`config.mk`:
```
export PLATFORM = sky130hd
export DESIGN_NAME = seg7_display_ctrl
export DESIGN_NICKNAME = d
export VERILOG_FILES = /design/src/rtl/seg7_display_ctrl.sv
export SDC_FILE = /design/constraint.sdc
export NUM_CORES = 1
export LEC_CHECK = 0
export CORE_UTILIZATION = 55
export CTS_BUF_LIST = sky130_fd_sc_hd__clkbuf_2
export CTS_CLUSTER_DIAMETER = 30
export CTS_CLUSTER_SIZE = 24
export DETAILED_ROUTE_END_ITERATION = 10
export PLACE_DENSITY = 0.77
export SKIP_CTS_REPAIR_TIMING = 1
export SYNTH_ARGS = -nofsm -noshare
export SYNTH_HDL_FRONTEND = slang
export SYNTH_SLANG_ARGS = --single-unit
```
`constraint.sdc`:
```
create_clock -name clk -period 3.5 [get_ports clk]
set_input_delay 0.7 -clock clk [delete_from_list [all_inputs] [get_ports clk]]
set_output_delay 0.7 -clock clk [all_outputs]
set_load 0.1 [all_outputs]
```
`src/rtl/seg7_display_ctrl.sv`:
```
// rtl/seg7_display_ctrl.sv - DIGITS-wide 7-segment controller: static and scanned outputs, double-buffered load.
// Optional SEG7_BCD_CLAMP_EN: nibbles 10..15 decode to a dash instead of hex letters.
module seg7_display_ctrl #(
  parameter int DIGITS    = 4,
  parameter int SCAN_DIV  = 50000,
  parameter int BLINK_DIV = 12500000
) (
  input  logic                  clk,
  input  logic                  reset_n,
  input  logic                  load,
  input  logic [4*DIGITS-1:0]   value,
  input  logic [DIGITS-1:0]     dp_in,
  input  logic                  blank_lz,
  input  logic [DIGITS-1:0]     blink_mask,
  output logic [7*DIGITS-1:0]   seg_static,
  output logic [DIGITS-1:0]     dp_static,
  output logic [6:0]            seg_scan,
  output logic                  dp_scan,
  output logic [DIGITS-1:0]     dig_sel,
  output logic                  frame_tick,
  output logic                  update_pending
);

  localparam int PW = $clog2(SCAN_DIV);
  localparam int BW = $clog2(BLINK_DIV);
  localparam int IW = (DIGITS > 1) ? $clog2(DIGITS) : 1;
  localparam logic [PW-1:0] P_LAST = PW'(SCAN_DIV - 1);
  localparam logic [BW-1:0] B_LAST = BW'(BLINK_DIV - 1);
  localparam logic [IW-1:0] I_LAST = IW'(DIGITS - 1);

  logic [PW-1:0]       presc;
  logic [IW-1:0]       idx;
  logic [IW-1:0]       shown_idx;
  logic                scan_started;
  logic [BW-1:0]       bcnt;
  logic                phase;
  logic [4*DIGITS-1:0] shadow_val;
  logic [DIGITS-1:0]   shadow_dp;
  logic [4*DIGITS-1:0] disp_val;
  logic [DIGITS-1:0]   disp_dp;

  logic                term;
  logic                wrap;
  logic [IW-1:0]       sel_next;
  logic                started_next;
  logic [7*DIGITS-1:0] seg_n;
  logic [DIGITS-1:0]   dp_n;
  logic [6:0]          scan_seg;
  logic                scan_dp;
  logic [DIGITS-1:0]   scan_sel;

  function automatic logic [6:0] decode(input logic [3:0] n);
    logic [6:0] g;
    case (n)
      4'h0: g = 7'b1000000;
      4'h1: g = 7'b1111001;
      4'h2: g = 7'b0100100;
      4'h3: g = 7'b0110000;
      4'h4: g = 7'b0011001;
      4'h5: g = 7'b0010010;
      4'h6: g = 7'b0000010;
      4'h7: g = 7'b1111000;
      4'h8: g = 7'b0000000;
      4'h9: g = 7'b0010000;
      4'hA: g = 7'b0001000;
      4'hB: g = 7'b0000011;
      4'hC: g = 7'b1000110;
      4'hD: g = 7'b0100001;
      4'hE: g = 7'b0000110;
      4'hF: g = 7'b0001110;
    endcase
`ifdef SEG7_BCD_CLAMP_EN
    if (n > 4'd9) g = 7'b0111111;
`endif
    return g;
  endfunction

  assign term = (presc == P_LAST);
  assign wrap = term && (idx == I_LAST);

  always_ff @(posedge clk or negedge reset_n) begin
    if (!reset_n) begin
      presc      <= '0;
      idx        <= '0;
      frame_tick <= 1'b0;
      bcnt       <= '0;
      phase      <= 1'b0;
    end else begin
      presc      <= term ? '0 : presc + 1'b1;
      if (term) idx <= (idx == I_LAST) ? '0 : idx + 1'b1;
      frame_tick <= wrap;
      bcnt       <= (bcnt == B_LAST) ? '0 : bcnt + 1'b1;
      if (bcnt == B_LAST) phase <= ~phase;
    end
  end

  // A load landing on the wrap edge bypasses the shadow wait entirely.
  always_ff @(posedge clk or negedge reset_n) begin
    if (!reset_n) begin
      shadow_val     <= '0;
      shadow_dp      <= '0;
      disp_val       <= '0;
      disp_dp        <= '0;
      update_pending <= 1'b0;
    end else if (load) begin
      shadow_val <= value;
      shadow_dp  <= dp_in;
      if (wrap) begin
        disp_val       <= value;
        disp_dp        <= dp_in;
        update_pending <= 1'b0;
      end else begin
        update_pending <= 1'b1;
      end
    end else if (wrap) begin
      disp_val       <= shadow_val;
      disp_dp        <= shadow_dp;
      update_pending <= 1'b0;
    end
  end

  // Walk from the top digit down so nz tells whether any higher-or-equal nibble is nonzero.
  always_comb begin
    logic nz;
    nz    = 1'b0;
    seg_n = '1;
    dp_n  = '1;
    for (int i = DIGITS - 1; i >= 0; i--) begin
      nz = nz | (disp_val[4*i +: 4] != 4'h0);
      if (phase && blink_mask[i]) begin
        seg_n[7*i +: 7] = 7'h7F;
        dp_n[i]         = 1'b1;
      end else begin
        seg_n[7*i +: 7] = (blank_lz && (i != 0) && !nz) ? 7'h7F : decode(disp_val[4*i +: 4]);
        dp_n[i]         = ~disp_dp[i];
      end
    end
  end

  assign sel_next     = term ? idx : shown_idx;
  assign started_next = scan_started | term;

  always_comb begin
    scan_seg = 7'h7F;
    scan_dp  = 1'b1;
    scan_sel = '1;
    for (int i = 0; i < DIGITS; i++) begin
      if (sel_next == IW'(i)) begin
        scan_seg    = seg_n[7*i +: 7];
        scan_dp     = dp_n[i];
        scan_sel[i] = 1'b0;
      end
    end
  end

  // The scan bus latches the finished slot's digit on the same edge the index moves on.
  always_ff @(posedge clk or negedge reset_n) begin
    if (!reset_n) begin
      seg_static   <= '1;
      dp_static    <= '1;
      seg_scan     <= 7'h7F;
      dp_scan      <= 1'b1;
      dig_sel      <= '1;
      shown_idx    <= '0;
      scan_started <= 1'b0;
    end else begin
      seg_static   <= seg_n;
      dp_static    <= dp_n;
      shown_idx    <= sel_next;
      scan_started <= started_next;
      if (started_next) begin
        seg_scan <= scan_seg;
        dp_scan  <= scan_dp;
        dig_sel  <= scan_sel;
      end else begin
        seg_scan <= 7'h7F;
        dp_scan  <= 1'b1;
        dig_sel  <= '1;
      end
    end
  end

endmodule

```
==> results.yml <==
pwr:
  power_frac_comb_pct: 10.5
  power.leakage_uw: 0.00337
  seqPwrFrac_pct: 58.2
  intPower_uw: 2020
  switchingPower_uw: 746
  power.share.switching_pct: 27.0
  power_density_nw_per_um2: 380
  clkPwrFrac_pct: 31.3
  ir_worst_vdd_mv: 0.268
flow_run:
  cap_violations: 0
place:
  dp_hpwl_um: 10100
  place.gp.congestion: 0.941
  io_buffer_count: 73
critical_path:
  crit_type: "flip-flop to output pin"
  timing.critical_path.fanout_max: 1
  required_ns: 2.80
  crit_slowest_cell: "clkdlybuf4s50_1"
  crit_path_cell_trace: "clkdlybuf4s50_1"
  startpoint_type: "flip-flop"
  worst-path-buf-inv: 1
  path_delay_family: "buffers and inverters"
  max_stage_delay_ns: 1.13
  end_kind: "output pin"
  r2r_start: "presc[0]$_DFF_PN0_"
  crit_path_start: "frame_tick$_DFF_PN0_"
  worst_ep_arrival_time_ns: 2.21
route:
  drt_iter0_drc: 301
  drtPass1Iterations: 5
  wl_per_cell_um: 17.4
  ant_nets: 0
  drc: 0
  wirelength_um: 13800
  num_vias: 4504
  vias_per_cell: 5.69
finish:
  seq_area_um2: 3360
  multi_input_area_um2: 2720
  fin_util_pct: 66.1
  area_delta_synth_final_pct: 15.5
  nFillCells: 890
  drive_gt1_share_pct: 26.8
  antennaDiodeCount: 0
  layout.nets: 693
floorplan:
  dieArea_um2: 11900
  die_x_um: 109
  die_y_um: 109
  rows: 38
  core_um2: 11000
  start_util_pct: 57.2
  ios: 74
yosys:
  synth_top_area_share_pct: 34.9
  seq_area_frac_synth_pct: 53.2
  synth_area_leaders: "dfrtp_1 35%, dfstp_2 18%, mux2_2 5.9%"
  yosysUniqueCellTypes: 64
  synth_nets: 615
  synth_commonest_cells: "88 x dfrtp_1, 45 x nand2_1, 44 x dfstp_2"
  yosysMostFrequentCell: "dfrtp_1"
  yosysWarningCount: 0
  syn_avg_cell_area_um2: 11.2
  syn_inst: 561
  synth_edf_count: 0
  ys_ff_latch: 132
  netlist_area_um2: 6310
  synth_ff_type: "dfrtp_1"
  synth_area_leader_cell: "dfrtp_1"
  async_flop_share_pct: 100
worst_hold_path:
  min_from: "disp_dp[2]$_DFFE_PN0P_"
  min_path_type: "flip-flop to flip-flop"
clocking:
  numCtsBuffers: 17
  cts_buffer_depth: 2
  clkTransAtPathRegs_ns: 0.18
  htree_levels: 4
  cts_tree: "done"
  worst_skew_pair.late_latency_ns: 0.71
  numClockSinks: 132
  clockRootBuffer: "clkbuf_2"
status:
  outcome: "completed"
timing:
  finalCriticalPeriod_ns: 2.91
  fin_tns_setup_ns: 0
  fin_skew_ns: 0.0358
  grt_setup_unrepaired: "false"
  slew_viol_final: 0
  relSlewSlack_pct: 35.0
  hold_viol: 0
  fmax_mhz: 344
  finalSetupViolCount: 0
  fin_crit_sh_pct: 83.1
  worstMarginPinSlew_ns: 0.971
grt:
  antenna_found_initial: 0
  grt_pass1_wl_um: 22600
  track_usage_pct: 25.6
  grt_start_max_net_pins: 62
  grt_pass1_vias: 4415
  grt-ovfl-total: 0
## flip-flops by register name, summed over array words and instances, names as in the netlist, 4 cells and up
signal / count
bcnt: 24
dig_sel: 4
disp_dp: 4
disp_val: 16
dp_static: 4
presc: 16
seg_scan: 7
seg_static: 28
shadow_dp: 4
shadow_val: 16
## worst paths after layout
| path | endpoint | slack (ns) | cells past startpoint |
|---|---|---|---|
| worst max-delay path | frame_tick | 0.59 | 1 |
| worst min-delay path | dp_static[2]$_DFF_PN1_ | 0.45 | 1 |
| worst max register to register | disp_val[5]$_DFFE_PN0P_ | 0.86 | 6 |
| worst min register to register | dp_static[2]$_DFF_PN1_ | 0.45 | 1 |
| max in group asynchronous | seg_static[11]$_DFF_PN1_ | 2.10 | 3 |
| min in group asynchronous | scan_started$_DFF_PN0_ | 0.52 | 2 |
## placed cells by master, fill, tap and decap left out, types with 3 or more instances in the layout
master           count
o2111ai_1            6
xnor2_1             12
a21o_1               3
a222oi_1             5
nor2_1              42
nand2b_1             7
a21oi_1              8
xor2_1              18
dfrtp_1             88
o211ai_1             4
a21boi_0             3
nor2b_1              5
mux2i_1             15
and2_1               4
clkinv_2             3
and4bb_2             3
ha_1                26
inv_1               35
o21ai_0             22
buf_4               51
clkbuf_2            25
nor3_1              10
o221ai_1             4
and3_1               6
clkdlybuf4s50_1     28
nand4_1             12
a211oi_1             4
nand3_1             29
nor3b_1              4
or3_1                4
mux2_2              33
nand2_1             45
dfstp_2             44
## per-layer routing
layer	wire length (um)	up-vias	share of wire, %	track usage [%]
li1	-	2124	-	-
met1	6490	2201	47	36.9
met2	6250	150	45	37.8
met3	783	29	5.7	5.80
met4	277	0	2.0	9.65
met5	0	-	0	0
## power groups by stage
stage	Combinational, uW	Clock, uW	Sequential (uW)
finish	291	866	1610
global route	310	956	1620
CTS	294	887	1610
detailed placement	293	0	1630
global placement	288	0	1630
floorplan	79.2	0	1740
## cell type report
cell class | count | share of cell area (%)
Clock inverter | 7 | 1.13
Clock buffer | 25 | 1.72
Multi-Input combinational cell | 372 | 37.3
Tap cell | 140 | 2.40
Inverter | 35 | 1.80
Timing Repair Buffer | 81 | 9.51
Sequential cell | 132 | 46.1
## cell families (layout without fill, tap and decap cells)
logic type,Yosys count,count (layout),synth area share (%)
xor gates and xnor gates,30,30,4.16
DFF,132,132,53.2
buffers and inverters,57,148,3.67
and+or+nand+nor,189,189,15.8
AOI/OAI and AO/OA,75,75,8.37
muxes,52,52,9.62
adders and majority gates,26,26,5.16
## metrics by stage
stage	worst slack [ns]	instance area, um^2	power [uW]	hold slack [ns]	std cells
finish	0.591	7290	2770	0.446	792
floorplan	1.47	6310	1820	0.377	561
detailed placement	0.918	7070	1930	0.442	759
global placement	0.993	7070	1920	0.425	759
global route	0.464	7290	2880	0.470	792
CTS	0.542	7280	2790	-0.0494	791
(Power assumes the default switching activity.)
